## src/rtl/uart_mmio_pkg.sv

```systemverilog
// Shared definitions for the memory-mapped UART endpoint: register offsets,
// STATUS bit positions and the register-select decode helper.
package uart_mmio_pkg;

  localparam logic [3:0]  UART_TXDATA   = 4'h0;
  localparam logic [3:0]  UART_RXDATA   = 4'h4;
  localparam logic [3:0]  UART_STATUS   = 4'h8;

  localparam int          TX_FULL       = 0;
  localparam int          RX_EMPTY      = 1;
  localparam int          TX_OVF        = 2;
  localparam int          RX_OVF        = 3;

  localparam logic [31:0] RX_EMPTY_WORD = 32'h8000_0000;

  typedef enum logic [1:0] {
    REG_TXDATA = 2'd0,
    REG_RXDATA = 2'd1,
    REG_STATUS = 2'd2,
    REG_NONE   = 2'd3
  } reg_sel_e;

  // Only word offsets are decoded; the byte lane bits are ignored.
  function automatic reg_sel_e decode_reg(input logic [3:0] addr);
    reg_sel_e sel;
    case ({addr[3:2], 2'b00})
      UART_TXDATA: sel = REG_TXDATA;
      UART_RXDATA: sel = REG_RXDATA;
      UART_STATUS: sel = REG_STATUS;
      default:     sel = REG_NONE;
    endcase
    return sel;
  endfunction

endpackage

```

## src/rtl/uart_mmio_fifo.sv

```systemverilog
// First-word-fall-through synchronous FIFO; a push into a full FIFO is
// accepted only when a pop happens on the same edge.
module sync_fifo #(
  parameter int  WIDTH = 8,
  parameter int  DEPTH = 8,
  localparam int AW    = $clog2(DEPTH)
) (
  input  logic             clock,
  input  logic             reset,
  input  logic             push,
  input  logic             pop,
  input  logic [WIDTH-1:0] wdata,
  output logic [WIDTH-1:0] rdata,
  output logic             full,
  output logic             empty,
  output logic [AW:0]      count
);

  logic [AW:0]      wr_ptr_r;
  logic [AW:0]      rd_ptr_r;
  logic [WIDTH-1:0] mem_r [DEPTH];
  logic             do_push_s;
  logic             do_pop_s;

  // Pointers carry one extra wrap bit so full and empty are distinguishable.
  assign empty     = (wr_ptr_r == rd_ptr_r);
  assign full      = (wr_ptr_r[AW] != rd_ptr_r[AW]) &&
                     (wr_ptr_r[AW-1:0] == rd_ptr_r[AW-1:0]);
  assign count     = wr_ptr_r - rd_ptr_r;
  assign do_pop_s  = pop && !empty;
  assign do_push_s = push && (!full || do_pop_s);
  assign rdata     = mem_r[rd_ptr_r[AW-1:0]];

  // Pointer update
  always_ff @(posedge clock or posedge reset) begin
    if (reset) begin
      wr_ptr_r <= {(AW+1){1'b0}};
      rd_ptr_r <= {(AW+1){1'b0}};
    end else begin
      if (do_push_s) wr_ptr_r <= wr_ptr_r + {{AW{1'b0}}, 1'b1};
      if (do_pop_s)  rd_ptr_r <= rd_ptr_r + {{AW{1'b0}}, 1'b1};
    end
  end

  // Storage write
  always_ff @(posedge clock) begin
    if (do_push_s) mem_r[wr_ptr_r[AW-1:0]] <= wdata;
  end

endmodule

```

## src/rtl/uart_mmio.sv

```systemverilog
// Memory-mapped UART endpoint: bus register decode, TX FIFO drained onto the
// 9-bit output strobe with optional pacing, RX FIFO filled from the input strobe.
module uart_mmio
  import uart_mmio_pkg::*;
#(
  parameter int TX_DEPTH = 8,
  parameter int RX_DEPTH = 8,
  parameter int TX_GAP   = 0
) (
  input  logic        clock,
  input  logic        reset,
  input  logic        bus_valid,
  input  logic        bus_write,
  input  logic [3:0]  bus_addr,
  input  logic [31:0] bus_wdata,
  output logic [31:0] bus_rdata,
  output logic        bus_ready,
  input  logic [8:0]  uart_data_in,
  output logic [8:0]  uart_data_out,
  output logic        rx_irq
);

  localparam int TX_AW = $clog2(TX_DEPTH);
  localparam int RX_AW = $clog2(RX_DEPTH);
  localparam int GAP_W = (TX_GAP > 0) ? $clog2(TX_GAP + 1) : 1;
  localparam logic [GAP_W-1:0] GAP_LOAD = GAP_W'(TX_GAP);

  logic             bus_ready_r;
  logic [31:0]      bus_rdata_r;
  logic [8:0]       uart_data_out_r;
  logic             rx_irq_r;
  logic             tx_ovf_r;
  logic             rx_ovf_r;
  logic [GAP_W-1:0] gap_cnt_r;

  reg_sel_e         sel_s;
  logic             accept_s;
  logic             status_wr_s;
  logic             tx_push_s;
  logic             tx_pop_s;
  logic             tx_drop_s;
  logic             tx_full_s;
  logic             tx_empty_s;
  logic [7:0]       tx_head_s;
  logic [TX_AW:0]   tx_count_s;
  logic             rx_push_s;
  logic             rx_push_ok_s;
  logic             rx_pop_s;
  logic             rx_drop_s;
  logic             rx_full_s;
  logic             rx_empty_s;
  logic [7:0]       rx_head_s;
  logic [RX_AW:0]   rx_count_s;
  logic [RX_AW:0]   rx_count_next_s;
  logic [31:0]      rdata_s;
  logic             unused_s;

  assign sel_s        = decode_reg(bus_addr);
  assign accept_s     = bus_valid && !bus_ready_r;
  assign status_wr_s  = accept_s && bus_write && (sel_s == REG_STATUS);
  assign tx_push_s    = accept_s && bus_write && (sel_s == REG_TXDATA);
  assign tx_pop_s     = !tx_empty_s && (gap_cnt_r == {GAP_W{1'b0}});
  assign tx_drop_s    = tx_push_s && tx_full_s && !tx_pop_s;
  assign rx_pop_s     = accept_s && !bus_write && (sel_s == REG_RXDATA) && !rx_empty_s;
  assign rx_push_s    = uart_data_in[8];
  assign rx_push_ok_s = rx_push_s && (!rx_full_s || rx_pop_s);
  assign rx_drop_s    = rx_push_s && !rx_push_ok_s;
  assign rx_count_next_s = rx_count_s + {{RX_AW{1'b0}}, rx_push_ok_s}
                                      - {{RX_AW{1'b0}}, rx_pop_s};
  assign unused_s     = ^{bus_wdata[31:8], bus_addr[1:0], tx_count_s};

  sync_fifo #(.WIDTH(8), .DEPTH(TX_DEPTH)) u_tx_fifo (
    .clock (clock),
    .reset (reset),
    .push  (tx_push_s),
    .pop   (tx_pop_s),
    .wdata (bus_wdata[7:0]),
    .rdata (tx_head_s),
    .full  (tx_full_s),
    .empty (tx_empty_s),
    .count (tx_count_s)
  );

  sync_fifo #(.WIDTH(8), .DEPTH(RX_DEPTH)) u_rx_fifo (
    .clock (clock),
    .reset (reset),
    .push  (rx_push_s),
    .pop   (rx_pop_s),
    .wdata (uart_data_in[7:0]),
    .rdata (rx_head_s),
    .full  (rx_full_s),
    .empty (rx_empty_s),
    .count (rx_count_s)
  );

  // Load data selected from the pre-edge state of the addressed register
  always_comb begin
    rdata_s = 32'h0;
    case (sel_s)
      REG_TXDATA: rdata_s = 32'h0;
      REG_RXDATA: begin
        if (rx_empty_s) rdata_s = RX_EMPTY_WORD;
        else            rdata_s = {24'h0, rx_head_s};
      end
      REG_STATUS: begin
        rdata_s[TX_FULL]  = tx_full_s;
        rdata_s[RX_EMPTY] = rx_empty_s;
        rdata_s[TX_OVF]   = tx_ovf_r;
        rdata_s[RX_OVF]   = rx_ovf_r;
      end
      default:    rdata_s = 32'h0;
    endcase
  end

  // Bus handshake and load data capture
  always_ff @(posedge clock or posedge reset) begin
    if (reset) begin
      bus_ready_r <= 1'b0;
      bus_rdata_r <= 32'h0;
    end else begin
      bus_ready_r <= accept_s;
      if (accept_s && !bus_write) bus_rdata_r <= rdata_s;
      else                        bus_rdata_r <= 32'h0;
    end
  end

  // Sticky overflow flags; a same-edge overflow beats a write-1 clear
  always_ff @(posedge clock or posedge reset) begin
    if (reset) begin
      tx_ovf_r <= 1'b0;
      rx_ovf_r <= 1'b0;
    end else begin
      tx_ovf_r <= tx_drop_s || (tx_ovf_r && !(status_wr_s && bus_wdata[TX_OVF]));
      rx_ovf_r <= rx_drop_s || (rx_ovf_r && !(status_wr_s && bus_wdata[RX_OVF]));
    end
  end

  // TX drain: strobe one byte per pop, then hold off for TX_GAP cycles
  always_ff @(posedge clock or posedge reset) begin
    if (reset) begin
      uart_data_out_r <= 9'h0;
      gap_cnt_r       <= {GAP_W{1'b0}};
    end else if (tx_pop_s) begin
      uart_data_out_r <= {1'b1, tx_head_s};
      gap_cnt_r       <= GAP_LOAD;
    end else begin
      uart_data_out_r <= {1'b0, uart_data_out_r[7:0]};
      if (gap_cnt_r != {GAP_W{1'b0}}) gap_cnt_r <= gap_cnt_r - {{(GAP_W-1){1'b0}}, 1'b1};
      else                            gap_cnt_r <= gap_cnt_r;
    end
  end

  // Interrupt follows the post-edge RX occupancy so it matches rx_empty exactly
  always_ff @(posedge clock or posedge reset) begin
    if (reset) rx_irq_r <= 1'b0;
    else       rx_irq_r <= (rx_count_next_s != {(RX_AW+1){1'b0}});
  end

  assign bus_ready     = bus_ready_r;
  assign bus_rdata     = bus_rdata_r;
  assign uart_data_out = uart_data_out_r;
  assign rx_irq        = rx_irq_r;

endmodule

```

## config.mk

```make
export PLATFORM = sky130hd
export DESIGN_NAME = uart_mmio
export DESIGN_NICKNAME = d
export VERILOG_FILES = /design/src/rtl/uart_mmio_pkg.sv /design/src/rtl/uart_mmio_fifo.sv /design/src/rtl/uart_mmio.sv
export SDC_FILE = /design/constraint.sdc
export NUM_CORES = 1
export LEC_CHECK = 0
export ABC_CLOCK_PERIOD_IN_PS = 3800
export CORE_MARGIN = 2
export CORE_UTILIZATION = 40
export CTS_BUF_LIST = sky130_fd_sc_hd__clkbuf_4
export CTS_CLUSTER_DIAMETER = 30
export CTS_CLUSTER_SIZE = 10
export DETAILED_ROUTE_END_ITERATION = 10
export DONT_BUFFER_PORTS = 1
export PLACE_DENSITY = 0.65
export REMOVE_ABC_BUFFERS = 1
export SLEW_MARGIN = 10
export SYNTH_ARGS = -nofsm -noshare
export SYNTH_HDL_FRONTEND = slang
export SYNTH_SLANG_ARGS = --single-unit
```

## constraint.sdc

```tcl
create_clock -name clock -period 3.8 [get_ports clock]
set_clock_uncertainty 0.05 [all_clocks]
set_input_delay 0.57 -clock clock [delete_from_list [all_inputs] [get_ports clock]]
set_output_delay 0.57 -clock clock [all_outputs]
set_load 0.005 [all_outputs]
```

==> reports/qor.txt <==
Design Area, Final -> 0.00760 sq mm
Total GRT Usage -> 14.3%
CP arrival -> 4.01 ns
Worst Max-Slew Pin Slew -> 0.949 ns
cell taking the most area after synthesis -> edfxtp_1
Chip Height -> 135 microns
die extent in x -> 135 microns
EDFF count, synth -> 128
top-area cell type share of the netlist area -> 56.2%
maximum buffer depth of the clock tree -> 2
GR Overflow Total -> 0
Unique masters post-synth -> 38
drc violations -> 0
Leakage Power -> 2.67 nW
area delta synth->final -> 11.2%
Site Rows -> 47
fmax -> 276 MHz
layout cells sized above 1 -> 23.1%
worst-path cell chain -> ha_2 > nand4_2 > o21ai_4 > inv_1 > fa_1 > fa_1 > ha_1 > fa_1 > xnor2_1 > xnor2_1 > xnor2_1 > or4_1
Crit Path Category -> flop to flop
PwrDens -> 697 mW/mm^2
reg2reg start -> u_rx_fifo.rd_ptr_r[2]$_DFFE_PP0P_
Layout Cells excl Fill -> 653
detailed placement HPWL -> 7760 microns
Initial Util -> 41.1%
FF+latch count, synth -> 166
Worst-path clk slew -> 0.14 ns
origin of the worst setup path -> u_rx_fifo.rd_ptr_r[2]$_DFFE_PP0P_
CP max stage delay -> 0.44 ns
wirelength, routed -> 12,200 microns
# diodes -> 0
area of the mapped netlist -> 0.00684 sq mm
IO Pins -> 92
async set or reset register ratio after synthesis -> 22.9%
placed cell areas -> 0.00712 sq mm
most used cells in the layout excluding fill and tap cells -> edfxtp_1 (128), dfrtp_1 (38), mux4_2 (32), buf_4 (26), nor2_1 (24)
post-route clock period utilization -> 95.3%
hold slack final -> 0.0264 ns
total die area -> 0.0181 sq mm
Area contributors post-synth -> edfxtp_1 (56%), dfrtp_1 (14%), mux4_2 (11%)
Sw Share -> 30.3%
H-Tree Depth -> 4
Setup WS post-layout -> 0.177 ns
worst skew pair latency -> 0.54 ns
DRT iter0 DRCs -> 177
sw power -> 0.00160 W
Hold Fails Final Rpt -> 0
first-pass GRT wire length -> 18,800 microns
Setup Total Neg Slack -> 0 ns
vias per cell -> 5.11
Reg power frac -> 45.9%
unrepaired setup endpoints after global routing -> false
# setup viols final -> 0
Hold Crit Class -> input port to asynchronous set/reset pin
WP data required -> 4.18 ns
post-synthesis sequential area ratio -> 70.1%
vias in the first global route -> 3,415
CTS tree -> built
vias -> 3,340
total core area -> 0.0166 sq mm
Fillers -> 1,399
CP endpoint kind -> flop
clk sinks -> 166
clock buffer count from CTS -> 17
crit-path max FO -> 5
Placed Cells -> 612
Setup WS pre-CTS -> -0.0958 ns
Clk pwr share -> 24.1%
max-slew violations -> 0
cell count after synthesis -> 384
Multi-input gate area -> 0.00183 sq mm
GPL Wtd Cong -> 0.775
# nets final -> 482
port buffer count -> 0
Comb pwr share -> 30.0%
pin count of the biggest net entering global routing -> 39
DR WL/cell -> 18.7 microns
Reg area -> 0.00479 sq mm
Pre-antenna DRT Iters -> 5
max_slew headroom -> 36.5%
Int Power -> 0.00369 W
initial antenna violation count -> 0
Avg Inst Size Synth -> 17.8 sq um
ANT nets after route -> 0
Slowest-stage cell, CP -> fa_1
post-layout min period -> 3.62 ns
commonest non-fill, non-tap cell in the layout -> edfxtp_1
outcome -> finished clean
CTS root buf -> clkbuf_4
Worst VDD drop -> 0.000471 V
most used flip-flop cell after synthesis -> edfxtp_1
max_cap viols -> 0
CP startpoint kind -> flop
Yosys warnings -> 0
[path summary, 6_finish.rpt]
kind | depth (start not counted) | to | slack [ns]
worst max-delay path | 12 | rx_irq$_DFF_PP0_ | 0.18
worst min-delay path | 1 | bus_rdata[0]$_DFF_PP0_ | 0.03
worst max register to register | 12 | rx_irq$_DFF_PP0_ | 0.18
worst min register to register | 1 | u_tx_fifo.rd_ptr_r[3]$_DFFE_PP0N_ | 0.46
max in group asynchronous | 1 | bus_rdata[7]$_DFF_PP0_ | 3.10
min in group clock | 0 | u_tx_fifo.mem_r[3][0]$_DFFE_PP_ | 0.06
[layer usage]
metal	GRT usage [%]	up-vias	wire, microns	part of all wire, %
met1	16.8	1696	4950	41
met5	0	-	0	0
li1	-	1502	-	-
met2	24.6	117	6250	51
met4	6.37	0	274	2.2
met3	3.75	25	738	6.0
[cells by family (layout without fill, tap and decap cells)]
family / count (synthesis) / in the layout / share of synthesized area [%]
buffers and inverters: 49 / 76 / 4.37
and+or+nand+nor: 64 / 64 / 4.65
xor gates and xnor gates: 20 / 20 / 2.67
DFF: 166 / 166 / 70.1
adders and majority gates: 13 / 13 / 2.71
muxes: 51 / 51 / 13.4
other: 1 / 23 / 0.0549
AOI/OAI and AO/OA: 20 / 20 / 2.00
[power by group through the flow]
stage	logic, W	registers [W]	clock network, W
3_5_place_dp	0.00160	0.00248	0
2_1_floorplan	0.00105	0.00255	0
3_3_place_gp	0.00156	0.00246	0
4_1_cts	0.00160	0.00243	0.00131
5_1_grt	0.00176	0.00246	0.00138
6_report	0.00159	0.00243	0.00128
[worst max-delay path, delay by kind of cell, from the launching register on]
kind | cells | cell delay, ns
fa+ha+maj | 5 | 1.86
buf+inv | 1 | 0.07
compound gates | 1 | 0.17
flops | 1 | 0.43
simple gates | 2 | 0.52
xor+xnor | 3 | 0.41
[final cells by class]
cell class                      count  area share (%)
Clock inverter                     15            3.28
Tap cell                          220            3.62
Sequential cell                   166            63.1
Inverter                            9           0.445
Multi-Input combinational cell    191            24.1
Timing Repair Buffer               35            3.75
Clock buffer                       17            1.68
[registers in the layout (all words and copies together) (netlist names)]
| register | count |
|---|---|
| bus_rdata | 9 |
| bus_ready | 1 |
| rx_irq | 1 |
| rx_ovf_r | 1 |
| tx_ovf_r | 1 |
| u_rx_fifo.mem_r | 64 |
| u_rx_fifo.rd_ptr_r | 4 |
| u_rx_fifo.wr_ptr_r | 4 |
| u_tx_fifo.mem_r | 64 |
| u_tx_fifo.rd_ptr_r | 4 |
| u_tx_fifo.wr_ptr_r | 4 |
| uart_data_out | 9 |
[timing repair]
action | 4_1_cts | 5_1_grt
setup endpoints to repair | 0 | 1
setup buffers | 0 | 0
endpoints found under the hold margin | 0 | 47
resized for setup | 0 | 2
hold buffers | 0 | 9
[through the flow]
| step | power, W | util [%] |
|---|---|---|
| floorplan | 0.00360 | - |
| global placement | 0.00402 | 42.8 |
| detailed placement | 0.00407 | 42.8 |
| CTS | 0.00535 | 45.1 |
| global route | 0.00560 | 45.7 |
| finish | 0.00529 | 45.7 |
[synth_stat cells, drive strengths merged (3+ instances only)]
library cell	n
o21ai	3
clkbuf	4
nor2	24
ha	10
xnor2	18
nand3	4
inv	9
mux2	4
buf	36
edfxtp	128
fa	3
mux2i	15
nand4	10
a21oi	8
nor3	6
mux4	32
nand2b	4
dfrtp	38
nand2	10
No activity file was read; power rests on OpenSTA's default activity.
